**src/rtl/appliance_pkg.sv**
```systemverilog
// Shared definitions for the appliance sequencer: detector event codes,
// FSM state encoding and the default seconds-counter width.
package appliance_pkg;

  localparam logic [2:0] CODE_BUZZ = 3'b000;
  localparam logic [2:0] CODE_ERR  = 3'b001;
  localparam logic [2:0] CODE_ON   = 3'b010;
  localparam logic [2:0] CODE_OFF  = 3'b011;
  localparam logic [2:0] CODE_OPEN = 3'b100;

  localparam int CNT_W_DEF = 8;

  typedef enum logic [2:0] {
    ST_IDLE  = 3'd0,
    ST_RUN   = 3'd1,
    ST_PAUSE = 3'd2,
    ST_ALARM = 3'd3,
    ST_FAULT = 3'd4
  } state_e;

endpackage

```
**src/rtl/appliance_seq_ctrl_if.sv**
```systemverilog
// Detector-code input and appliance drive/status bundle between the
// sequencer (slave) and whoever drives the detector code (master).
interface appliance_seq_ctrl_if
  import appliance_pkg::*;
#(
  parameter int CNT_W = CNT_W_DEF
);
  logic [2:0]       state_code;
  logic             heater_en;
  logic             buzzer;
  logic             err_led;
  logic             door_led;
  logic             done;
  logic [CNT_W-1:0] remaining;
  logic [2:0]       fsm_state;

  modport master (
    output state_code,
    input  heater_en, buzzer, err_led, door_led, done, remaining, fsm_state
  );

  modport slave (
    input  state_code,
    output heater_en, buzzer, err_led, door_led, done, remaining, fsm_state
  );
endinterface

```
**src/rtl/appliance_tick_gen.sv**
```systemverilog
// One-second prescaler: emits a single-cycle tick every TICK_DIV cycles
// while run is high; run low holds the count at zero.
module appliance_tick_gen #(
  parameter int TICK_DIV = 50_000_000
) (
  input  logic clk,
  input  logic rst_n,
  input  logic run,
  output logic tick
);
  localparam int CW = $clog2(TICK_DIV);
  localparam logic [CW-1:0] LAST = CW'(TICK_DIV - 1);

  logic [CW-1:0] cnt_r;

  assign tick = run && (cnt_r == LAST);

  // prescaler count, restarted whenever counting is suspended
  always_ff @(posedge clk or negedge rst_n) begin
    if (!rst_n) begin
      cnt_r <= {CW{1'b0}};
    end else if (!run) begin
      cnt_r <= {CW{1'b0}};
    end else if (cnt_r == LAST) begin
      cnt_r <= {CW{1'b0}};
    end else begin
      cnt_r <= cnt_r + CW'(1'b1);
    end
  end
endmodule

```
**src/rtl/appliance_seq_ctrl.sv**
```systemverilog
// Appliance cook/run sequencer: event decode, FSM, seconds counters and registered outputs.
// Build macro APPLIANCE_PAUSE_TIMEOUT_EN adds an automatic return to IDLE after PAUSE_SECS paused.
module appliance_seq_ctrl
  import appliance_pkg::*;
#(
  parameter int TICK_DIV   = 50_000_000,
  parameter int RUN_SECS   = 60,
  parameter int BUZZ_SECS  = 3,
  parameter int PAUSE_SECS = 30,
  parameter int CNT_W      = CNT_W_DEF
) (
  input  logic                 clk,
  input  logic                 rst_n,
  appliance_seq_ctrl_if.slave  bus
);
  localparam logic [CNT_W-1:0] ZERO      = {CNT_W{1'b0}};
  localparam logic [CNT_W-1:0] ONE       = CNT_W'(1'b1);
  localparam logic [CNT_W-1:0] RUN_LOAD  = CNT_W'(RUN_SECS);
  localparam logic [CNT_W-1:0] BUZZ_LOAD = CNT_W'(BUZZ_SECS);

  logic [2:0]       code_s;
  logic [2:0]       prev_code_r;
  state_e           state_r, state_nxt_s;
  logic [CNT_W-1:0] rem_r, rem_nxt_s;
  logic [CNT_W-1:0] alarm_r, alarm_nxt_s;
  logic             heater_en_r, buzzer_r, err_led_r, door_led_r, done_r;
  logic             door_nxt_s, done_nxt_s;
  logic             ev_valid_s, ev_act_s, count_st_s, run_s, tick_s;

`ifdef APPLIANCE_PAUSE_TIMEOUT_EN
  localparam logic [CNT_W-1:0] PAUSE_LOAD = CNT_W'(PAUSE_SECS);
  logic [CNT_W-1:0] pause_r, pause_nxt_s;
`else
  logic [31:0] unused_pause_cfg_s;
  assign unused_pause_cfg_s = 32'(PAUSE_SECS);
`endif

  assign code_s     = bus.state_code;
  assign ev_valid_s = (code_s != prev_code_r) && (code_s <= CODE_OPEN);

  // events that move the FSM; kept free of tick so the prescaler restart has no loop
  always_comb begin
    ev_act_s = 1'b0;
    if (!ev_valid_s) begin
      ev_act_s = 1'b0;
    end else if (code_s == CODE_ERR) begin
      ev_act_s = (state_r != ST_FAULT);
    end else begin
      case (state_r)
        ST_IDLE:  ev_act_s = (code_s == CODE_ON) || (code_s == CODE_BUZZ);
        ST_RUN:   ev_act_s = (code_s == CODE_OFF) || (code_s == CODE_OPEN);
        ST_PAUSE: ev_act_s = (code_s == CODE_ON) || (code_s == CODE_OFF) || (code_s == CODE_BUZZ);
        ST_ALARM: ev_act_s = (code_s == CODE_OFF) || (code_s == CODE_ON);
        ST_FAULT: ev_act_s = (code_s == CODE_OFF);
        default:  ev_act_s = 1'b0;
      endcase
    end
  end

  // states in which whole seconds are being counted
  always_comb begin
    count_st_s = 1'b0;
    case (state_r)
      ST_RUN, ST_ALARM: count_st_s = 1'b1;
`ifdef APPLIANCE_PAUSE_TIMEOUT_EN
      ST_PAUSE:         count_st_s = 1'b1;
`endif
      default:          count_st_s = 1'b0;
    endcase
  end

  assign run_s = count_st_s && !ev_act_s;

  appliance_tick_gen #(
    .TICK_DIV (TICK_DIV)
  ) u_tick_gen (
    .clk   (clk),
    .rst_n (rst_n),
    .run   (run_s),
    .tick  (tick_s)
  );

  // next-state and counter update; tick is already suppressed by any acting event
  always_comb begin
    state_nxt_s = state_r;
    rem_nxt_s   = rem_r;
    alarm_nxt_s = ZERO;
    door_nxt_s  = 1'b0;
    done_nxt_s  = 1'b0;
`ifdef APPLIANCE_PAUSE_TIMEOUT_EN
    pause_nxt_s = ZERO;
`endif
    if (ev_valid_s && (code_s == CODE_ERR)) begin
      state_nxt_s = ST_FAULT;
      rem_nxt_s   = ZERO;
    end else begin
      case (state_r)
        ST_IDLE: begin
          if (ev_valid_s && (code_s == CODE_ON)) begin
            state_nxt_s = ST_RUN;
            rem_nxt_s   = RUN_LOAD;
          end else if (ev_valid_s && (code_s == CODE_BUZZ)) begin
            state_nxt_s = ST_ALARM;
            alarm_nxt_s = BUZZ_LOAD;
          end else if (ev_valid_s && (code_s == CODE_OPEN)) begin
            door_nxt_s  = 1'b1;
          end else begin
            state_nxt_s = ST_IDLE;
          end
        end
        ST_RUN: begin
          if (ev_valid_s && (code_s == CODE_OFF)) begin
            state_nxt_s = ST_IDLE;
            rem_nxt_s   = ZERO;
          end else if (ev_valid_s && (code_s == CODE_OPEN)) begin
            state_nxt_s = ST_PAUSE;
`ifdef APPLIANCE_PAUSE_TIMEOUT_EN
            pause_nxt_s = PAUSE_LOAD;
`endif
          end else if (tick_s && (rem_r > ONE)) begin
            rem_nxt_s   = rem_r - ONE;
          end else if (tick_s) begin
            state_nxt_s = ST_ALARM;
            rem_nxt_s   = ZERO;
            done_nxt_s  = 1'b1;
            alarm_nxt_s = BUZZ_LOAD;
          end else begin
            state_nxt_s = ST_RUN;
          end
        end
        ST_PAUSE: begin
          if (ev_valid_s && (code_s == CODE_ON)) begin
            state_nxt_s = ST_RUN;
          end else if (ev_valid_s && (code_s == CODE_OFF)) begin
            state_nxt_s = ST_IDLE;
            rem_nxt_s   = ZERO;
          end else if (ev_valid_s && (code_s == CODE_BUZZ)) begin
            state_nxt_s = ST_ALARM;
            rem_nxt_s   = ZERO;
            alarm_nxt_s = BUZZ_LOAD;
`ifdef APPLIANCE_PAUSE_TIMEOUT_EN
          end else if (tick_s && (pause_r <= ONE)) begin
            state_nxt_s = ST_IDLE;
            rem_nxt_s   = ZERO;
          end else if (tick_s) begin
            pause_nxt_s = pause_r - ONE;
          end else begin
            pause_nxt_s = pause_r;
`else
          end else begin
            state_nxt_s = ST_PAUSE;
`endif
          end
        end
        ST_ALARM: begin
          if (ev_valid_s && (code_s == CODE_OFF)) begin
            state_nxt_s = ST_IDLE;
          end else if (ev_valid_s && (code_s == CODE_ON)) begin
            state_nxt_s = ST_RUN;
            rem_nxt_s   = RUN_LOAD;
          end else if (tick_s && (alarm_r <= ONE)) begin
            state_nxt_s = ST_IDLE;
          end else if (tick_s) begin
            alarm_nxt_s = alarm_r - ONE;
          end else begin
            alarm_nxt_s = alarm_r;
          end
        end
        ST_FAULT: begin
          if (ev_valid_s && (code_s == CODE_OFF)) begin
            state_nxt_s = ST_IDLE;
          end else begin
            state_nxt_s = ST_FAULT;
          end
        end
        default: begin
          state_nxt_s = ST_IDLE;
          rem_nxt_s   = ZERO;
        end
      endcase
    end
  end

  // state, counters and outputs all registered from the next-state decode
  always_ff @(posedge clk or negedge rst_n) begin
    if (!rst_n) begin
      prev_code_r <= CODE_OFF;
      state_r     <= ST_IDLE;
      rem_r       <= ZERO;
      alarm_r     <= ZERO;
      heater_en_r <= 1'b0;
      buzzer_r    <= 1'b0;
      err_led_r   <= 1'b0;
      door_led_r  <= 1'b0;
      done_r      <= 1'b0;
`ifdef APPLIANCE_PAUSE_TIMEOUT_EN
      pause_r     <= ZERO;
`endif
    end else begin
      prev_code_r <= code_s;
      state_r     <= state_nxt_s;
      rem_r       <= rem_nxt_s;
      alarm_r     <= alarm_nxt_s;
      heater_en_r <= (state_nxt_s == ST_RUN);
      buzzer_r    <= (state_nxt_s == ST_ALARM);
      err_led_r   <= (state_nxt_s == ST_FAULT);
      door_led_r  <= (state_nxt_s == ST_PAUSE) || door_nxt_s;
      done_r      <= done_nxt_s;
`ifdef APPLIANCE_PAUSE_TIMEOUT_EN
      pause_r     <= pause_nxt_s;
`endif
    end
  end

  assign bus.heater_en = heater_en_r;
  assign bus.buzzer    = buzzer_r;
  assign bus.err_led   = err_led_r;
  assign bus.door_led  = door_led_r;
  assign bus.done      = done_r;
  assign bus.remaining = rem_r;
  assign bus.fsm_state = state_r;
endmodule

```
**src/flat_wrapper.sv**
```systemverilog
// flat-port wrapper written by rule: the top's interface ports become plain ports
module appliance_seq_ctrl_flat import appliance_pkg::*;
#(
  parameter int TICK_DIV   = 50_000_000,
  parameter int RUN_SECS   = 60,
  parameter int BUZZ_SECS  = 3,
  parameter int PAUSE_SECS = 30,
  parameter int CNT_W      = CNT_W_DEF
)
  (clk, rst_n, bus_state_code, bus_heater_en, bus_buzzer, bus_err_led, bus_door_led, bus_done, bus_remaining, bus_fsm_state);
  appliance_seq_ctrl_if #(.CNT_W(CNT_W)) bus_i ();
  input  logic clk;
  input  logic rst_n;
  input wire logic [$bits(bus_i.state_code)-1:0] bus_state_code;
  output wire logic [$bits(bus_i.heater_en)-1:0] bus_heater_en;
  output wire logic [$bits(bus_i.buzzer)-1:0] bus_buzzer;
  output wire logic [$bits(bus_i.err_led)-1:0] bus_err_led;
  output wire logic [$bits(bus_i.door_led)-1:0] bus_door_led;
  output wire logic [$bits(bus_i.done)-1:0] bus_done;
  output wire logic [$bits(bus_i.remaining)-1:0] bus_remaining;
  output wire logic [$bits(bus_i.fsm_state)-1:0] bus_fsm_state;
  assign bus_i.state_code = bus_state_code;
  assign bus_heater_en = bus_i.heater_en;
  assign bus_buzzer = bus_i.buzzer;
  assign bus_err_led = bus_i.err_led;
  assign bus_door_led = bus_i.door_led;
  assign bus_done = bus_i.done;
  assign bus_remaining = bus_i.remaining;
  assign bus_fsm_state = bus_i.fsm_state;
  appliance_seq_ctrl #(.TICK_DIV(TICK_DIV), .RUN_SECS(RUN_SECS), .BUZZ_SECS(BUZZ_SECS), .PAUSE_SECS(PAUSE_SECS), .CNT_W(CNT_W)) u_core (.clk(clk), .rst_n(rst_n), .bus(bus_i));
endmodule
```
**config.mk**
```make
export PLATFORM = sky130hd
export DESIGN_NAME = appliance_seq_ctrl_flat
export DESIGN_NICKNAME = d
export VERILOG_FILES = /design/src/rtl/appliance_pkg.sv /design/src/rtl/appliance_seq_ctrl_if.sv /design/src/rtl/appliance_tick_gen.sv /design/src/rtl/appliance_seq_ctrl.sv /design/src/flat_wrapper.sv
export SDC_FILE = /design/constraint.sdc
export NUM_CORES = 1
export LEC_CHECK = 0
export CAP_MARGIN = 20
export CORE_MARGIN = 8
export CORE_UTILIZATION = 45
export DETAILED_ROUTE_END_ITERATION = 8
export GPL_ROUTABILITY_DRIVEN = 1
export PLACE_DENSITY = 0.66
export SLEW_MARGIN = 10
export SYNTH_ARGS = -nofsm -noshare
export SYNTH_HDL_FRONTEND = slang
export SYNTH_HIERARCHICAL = 1
export SYNTH_SLANG_ARGS = --single-unit
```
**constraint.sdc**
```tcl
create_clock -name clk -period 2.75 [get_ports clk]
set_input_delay 0.4125 -clock clk [delete_from_list [all_inputs] [get_ports clk]]
set_output_delay 0.4125 -clock clk [all_outputs]
set_load 0.005 [all_outputs]
```
==> results of run 1 <==
## critical path: stages (launching register included)
cell	delay [ns]
dfrtp_1	0.39
or4b_4	0.56
nor4_4	0.34
and2_4	0.22
inv_1	0.06
o21ai_2	0.07
buf_4	0.15
o31ai_1	0.06
buf_4	0.15
or4_1	0.39
a21oi_1	0.14
## through the flow
step,area [um2],setup WS (ns)
final,3960,0.170
after global routing,3960,0.00703
after CTS,3900,0.00364
after detailed placement,3810,-0.232
after global placement,3810,-0.140
after floorplan,3190,-0.00263
## synthesized netlist by cell type (3+ instances only)
| library cell | instances |
|---|---|
| or3b_4 | 3 |
| a31o_2 | 3 |
| nand3_1 | 12 |
| xnor2_1 | 16 |
| nand2_1 | 22 |
| or4_1 | 10 |
| and2_1 | 6 |
| a21oi_1 | 19 |
| or3_1 | 7 |
| inv_1 | 17 |
| nor2b_1 | 3 |
| o31ai_1 | 9 |
| nand4_1 | 5 |
| nor3_1 | 15 |
| nor4_1 | 4 |
| o311ai_0 | 3 |
| dfrtp_1 | 51 |
| o21ai_0 | 9 |
| nand2b_1 | 4 |
| and3_1 | 6 |
| ha_1 | 5 |
| buf_2 | 4 |
| xor2_1 | 4 |
| or2_2 | 3 |
| a211o_1 | 3 |
| a221o_1 | 3 |
| clkbuf_1 | 3 |
| o41ai_1 | 4 |
| nor2_1 | 32 |
## cells in the final DEF (no fill, tap or decap), types with 4 or more instances in the layout
cell type / count
a21oi_1: 19
and2_1: 5
and3_1: 6
buf_4: 46
clkbuf_8: 5
clkdlybuf4s50_1: 19
dfrtp_1: 51
ha_1: 5
inv_1: 17
nand2_1: 21
nand2b_1: 4
nand3_1: 12
nand4_1: 5
nor2_1: 32
nor3_1: 15
o21ai_0: 9
o31ai_1: 9
or3_1: 7
or4_1: 10
xnor2_1: 16
xor2_1: 4
## where the power goes
part / switching [W] / internal (W) / leakage (nW)
clock network: 0.000248 / 0.000181 / 0.0385
logic: 0.000603 / 0.000533 / 0.891
registers: 0.0000690 / 0.000861 / 0.721
## cell families (layout without fill, tap and decap cells)
group | count (synthesis) | in the layout | share of synthesized area
compound gates | 76 | 76 | 0.180
xor+xnor | 20 | 20 | 0.0551
fa+ha+maj | 5 | 5 | 0.0197
buf+inv | 27 | 93 | 0.0366
flops | 53 | 53 | 0.418
mux | 2 | 2 | 0.00629
simple gates | 155 | 155 | 0.285
## state kept, by name, indices dropped and copies added (netlist names)
register	cells
u_core/bus.door_led	1
u_core/bus.err_led	1
u_core/bus.heater_en	1
u_core/bus.buzzer	1
u_core/prev_code_r	3
u_core/bus.fsm_state	3
u_core/alarm_r	8
u_core/bus.remaining	8
u_core/bus.done	1
u_core/u_tick_gen/cnt_r	26
## worst max-delay path by stage
stage / startpoint / to / slack, ns
floorplan: u_core/bus.fsm_state[1]$_DFF_PN0_ / u_core/bus.remaining[5]$_DFFE_PN0P_ / -0.003
global placement: bus_state_code[0] / u_core/bus.door_led$_DFF_PN0_ / -0.14
detailed placement: bus_state_code[0] / u_core/bus.door_led$_DFF_PN0_ / -0.23
CTS: u_core/u_tick_gen/cnt_r[8]$_DFF_PN0_ / u_core/bus.door_led$_DFF_PN0_ / 0.004
global route: u_core/u_tick_gen/cnt_r[8]$_DFF_PN0_ / u_core/bus.door_led$_DFF_PN0_ / 0.007
finish: u_core/u_tick_gen/cnt_r[8]$_DFF_PN0_ / u_core/alarm_r[4]$_DFFE_PN0P_ / 0.17
## layout make-up
class,instances,area (um2)
inverters,17,63.8
multi-input cells,258,1790
clock buffers,7,76.3
clock inverters,1,7.51
flip-flops and latches,53,1330
well taps,96,120
fillers,619,2870
repair buffers,68,572
## routing by layer
metal	vias to the layer above	track usage
met4	0	0.0500
met2	53	0.282
met3	12	0.0339
li1	1389	-
met5	-	0
met1	1409	0.192
## repair_timing
action	4_1_cts	5_1_grt
gates cloned	0	0
hold buffers	0	0
pin swaps	0	4
resized for setup	2	9
buffers inserted	0	2
setup endpoints to repair	4	20
endpoints found under the hold margin	0	0
==> flow_metrics.env, run 1 <==
export IMPL_outcome="finished, final reports clean"
export IMPL_relSlewSlack=0.692
export IMPL_initial_core_util=0.466
export IMPL_cp_end_kind="flip-flop"
export IMPL_die_width_um=100
export IMPL_grt_pass1_wl_um=13400
export IMPL_final_min_clock_period_ns=2.58
export IMPL_ys_seq_elements=53
export IMPL_dpl_cell_count=490
export IMPL_final_cells=500
export IMPL_netlist_area_um2=3180
export IMPL_r2r_end="u_core/alarm_r[4]$_DFFE_PN0P_"
export IMPL_synth_nets=348
export IMPL_die_h_um=100
export IMPL_wl_met3_um=305
export IMPL_io_pins=21
export IMPL_maxCapViolCount=0
export IMPL_place_hpwl_um=5470
export IMPL_powerDensity_nw_per_um2=630
export IMPL_avgViaCountPerCell=5.73
export IMPL_die_area_um2=10000
export IMPL_path_class="flip-flop to flip-flop"
export IMPL_fin_util=0.580
export IMPL_wl_met1_um=3340
export IMPL_rr_startpoint="u_core/u_tick_gen/cnt_r[8]$_DFF_PN0_"
export IMPL_met2_length_um=3820
export IMPL_diodes=0
export IMPL_yosysSeqAreaShare=0.418
export IMPL_fmax_mhz=388
export IMPL_gp_congestion=0.852
export IMPL_numCtsBuffers=5
export IMPL_synth_top_cell_area_share=0.401
export IMPL_p_leak_nw=1.65
export IMPL_hold_viol_final=0
export IMPL_wire_per_inst_um=15.2
export IMPL_peakVddDrop_uv=603
export IMPL_synthArstFlopShare=1.00
export IMPL_p_total_w=0.00250
export IMPL_min_path_type="input port to asynchronous set/reset pin"
export IMPL_setup_tns_final_ns=0
export IMPL_final_layout_size_suffix_gt1_frac=0.220
export IMPL_ant_nets=0
export IMPL_track_usage=0.161
export IMPL_syn_avg_cell_area_um2=9.41
export IMPL_synthTopCellsByArea="dfrtp_1 40%, xnor2_1 4.4%, nor2_1 3.8%"
export IMPL_fin_crit_sh=0.938
export IMPL_grt_overflow_total=0
export IMPL_slew_viol_final=0
export IMPL_grt_max_degree=54
export IMPL_reg2reg_depth=10
export IMPL_worst_ep_arrival_time_ns=2.82
export IMPL_drt_total_wl_um=7590
export IMPL_insertion_delay_ns=0.31
export IMPL_synth_yosys_warnings=6
export IMPL_first_iter_violations=73
export IMPL_synth_ff_type="dfrtp_1"
export IMPL_nNetsFinal=413
export IMPL_ys_types=68
export IMPL_start_kind="flip-flop"
export IMPL_synth_top_cell_by_area="dfrtp_1"
export IMPL_core_um2=6830
export IMPL_synth_edff_count=0
export IMPL_required_ns=2.99
export IMPL_fin_skew_ns=0.0140
export IMPL_clock_path_buffers=2
export IMPL_syn_to_final_growth_pct=24.5
export IMPL_rsz0062_at_grt="false"
export IMPL_clk_pin_slew_ns=0.10
export IMPL_cts_htree_levels=2
export IMPL_worstMarginPinSlew_ns=0.458
export IMPL_fp_row_count=30
export IMPL_setup_violations=0
export IMPL_portBuffers=20
export IMPL_highest_layer="met4"
export IMPL_crit_path_max_fanout=5
export IMPL_hold_slack_ns=0.0724
export IMPL_clock_sinks=53
export IMPL_antenna_found_initial=0
export IMPL_drt_first_pass_iters=4
export IMPL_drc_errors=0
export IMPL_via_count=2863
export IMPL_grt_pass1_vias=2898
export IMPL_tritoncts="done"
export IMPL_r2r_slack_ns=0.17
export IMPL_cts_root_buf="clkbuf_8"
export IMPL_synth_cells=338
(Power assumes the default switching activity.)
==> inputs of run 2 (changes only) <==
Settings changed: CORE_ASPECT_RATIO set to 2, SETUP_SLACK_MARGIN set to 0.15.
==> flow_metrics.env, run 2 (synthesis results as in run 1) <==
export IMPL_dpl_cell_count=487
export IMPL_ctsHoldBuffers=0
export IMPL_drt_total_wl_um=8590
export IMPL_first_iter_violations=142
export IMPL_diodes=0
export IMPL_powerDensity_nw_per_um2=675
export IMPL_power_frac_clock=0.231
export IMPL_via_count=2852
export IMPL_setup_violations=0
export IMPL_worst_slack_ns=0.205
export IMPL_final_min_clock_period_ns=2.55
export IMPL_ant_nets=0
export IMPL_grt_pass1_vias=2950
export IMPL_nFillCells=642
export IMPL_crit_path_max_fanout=5
export IMPL_fin_util=0.597
export IMPL_cts_htree_levels=2
export IMPL_peakVddDrop_uv=425
export IMPL_postPlaceCellArea_um2=3810
export IMPL_final_layout_size_suffix_gt1_frac=0.245
export IMPL_path_class="input port to flip-flop"
export IMPL_regArea_um2=1330
export IMPL_outcome="finished, final reports clean"
export IMPL_antenna_found_initial=0
export IMPL_p_leak_nw=1.74
export IMPL_die_area_um2=10200
export IMPL_portBuffers=20
export IMPL_initial_core_util=0.462
export IMPL_nNetsFinal=421
export IMPL_worstMarginPinSlew_ns=0.496
export IMPL_cp_end_kind="flip-flop"
export IMPL_fmax_mhz=393
export IMPL_largest_reg_flops=26
export IMPL_insertion_delay_ns=0.30
export IMPL_fp_row_count=43
export IMPL_grt_pass1_wl_um=13800
export IMPL_internal_power_w=0.00175
export IMPL_io_pins=21
export IMPL_final_cells=502
export IMPL_core_um2=6890
export IMPL_p_sw_frac=0.368
export IMPL_power_switching_w=0.00102
export IMPL_layout_commonest_cell="buf_4"
export IMPL_multiInputGateArea_um2=1810
export IMPL_grt_overflow_total=0
export IMPL_wire_per_inst_um=17.1
export IMPL_place_hpwl_um=6430
export IMPL_required_ns=2.93
export IMPL_grt_max_degree=45
export IMPL_fin_skew_ns=0.00466
export IMPL_relSlewSlack=0.670
export IMPL_gp_congestion=0.866
export IMPL_layout_common_cells="55 x buf_4, 51 x dfrtp_1, 32 x nor2_1"
export IMPL_avgViaCountPerCell=5.68
export IMPL_grt_use_met3=0.0215
export IMPL_clock_path_buffers=2
export IMPL_tritoncts="done"
export IMPL_grtUsageMet1=0.171
export IMPL_final_area_um2=4110
export IMPL_track_usage=0.178
export IMPL_drc_errors=0
export IMPL_clock_sinks=53
export IMPL_regMostFlops="u_core/u_tick_gen/cnt_r"
export IMPL_numCtsBuffers=5
export IMPL_hold_viol_final=0
export IMPL_drt_first_pass_iters=4
export IMPL_syn_to_final_growth_pct=29.1
export IMPL_start_kind="input port"
export IMPL_p_comb_frac=0.431
export IMPL_worst_ep_arrival_time_ns=2.73
export IMPL_cts_root_buf="clkbuf_16"
export IMPL_fin_crit_sh=0.925
export IMPL_power_frac_seq=0.338
export IMPL_slew_viol_final=0
export IMPL_rsz0062_at_grt="true"
export IMPL_die_width_um=75.5
export IMPL_maxCapViolCount=0
export IMPL_grt_busiest_layer="met2"
export IMPL_clk_pin_slew_ns=0.07
export IMPL_min_path_type="input port to asynchronous set/reset pin"
export IMPL_reg2reg_depth=9
export IMPL_pre_cts_ws_ns=-0.137
export IMPL_grt_use_met2=0.336
export IMPL_die_h_um=135
export IMPL_setup_tns_final_ns=0
## run 2: final timing paths
path | end | start | slack, ns
max | u_core/bus.remaining[3]$_DFFE_PN0P_ | bus_state_code[2] | 0.20
min | u_core/u_tick_gen/cnt_r[1]$_DFF_PN0_ | rst_n | 0.07
max reg2reg | u_core/bus.door_led$_DFF_PN0_ | u_core/u_tick_gen/cnt_r[18]$_DFF_PN0_ | 0.24
min reg2reg | u_core/alarm_r[1]$_DFFE_PN0P_ | u_core/alarm_r[1]$_DFFE_PN0P_ | 0.53
max in group asynchronous | u_core/bus.fsm_state[1]$_DFF_PN0_ | rst_n | 2.03
min in group clk | u_core/prev_code_r[0]$_DFF_PN1_ | bus_state_code[0] | 0.46
## run 2: worst max-delay path, cell delays in order
cell             delay (ns)
clkdlybuf4s50_1        0.51
or3b_4                 0.39
o22ai_1                0.16
a21boi_1               0.11
and2_4                 0.18
inv_2                  0.06
o21ai_2                0.06
a211o_4                0.38
and4b_1                0.21
a221o_1                0.25
## run 2: layout make-up
type,count,share of cell area
multi-input combinational,258,0.442
timing repair buffer,76,0.155
clock inverter,3,0.00639
sequential,53,0.323
clock buffer,5,0.0305
inverter,17,0.0155
tap,90,0.0274
## run 2: power groups by stage
| stage | sequential [W] | clock [W] | combinational [W] |
|---|---|---|---|
| after floorplan | 0.000942 | 0 | 0.000672 |
| after global placement | 0.000950 | 0 | 0.00113 |
| after CTS | 0.000938 | 0.000664 | 0.00115 |
| after detailed placement | 0.000953 | 0 | 0.00114 |
| after global routing | 0.000948 | 0.000689 | 0.00129 |
| final | 0.000938 | 0.000642 | 0.00119 |
## run 2: timing repair
| item | in CTS | in global routing |
|---|---|---|
| pin swaps | 2 | 7 |
| buffers inserted | 0 | 6 |
| gates resized for setup | 4 | 8 |
| endpoints found under the setup margin | 12 | 17 |
## run 2: stage by stage
stage / total power, W / hold WS, ns
after floorplan: 0.00161 / 0.117
after global placement: 0.00208 / 0.505
final: 0.00277 / 0.0736
after CTS: 0.00275 / 0.320
after global routing: 0.00293 / 0.123
after detailed placement: 0.00209 / 0.523
## run 2: metal layers
metal	vias up	share of wire
met5	-	0
met4	0	0.036
met3	20	0.026
met2	54	0.58
met1	1373	0.36
li1	1405	-
==> inputs of run 3 (changes only) <==
Settings changed: CTS_CLUSTER_SIZE set to 12.
==> results of run 3 <==
Same layout as run 2: the final DEF is identical, and so are final timing and power.
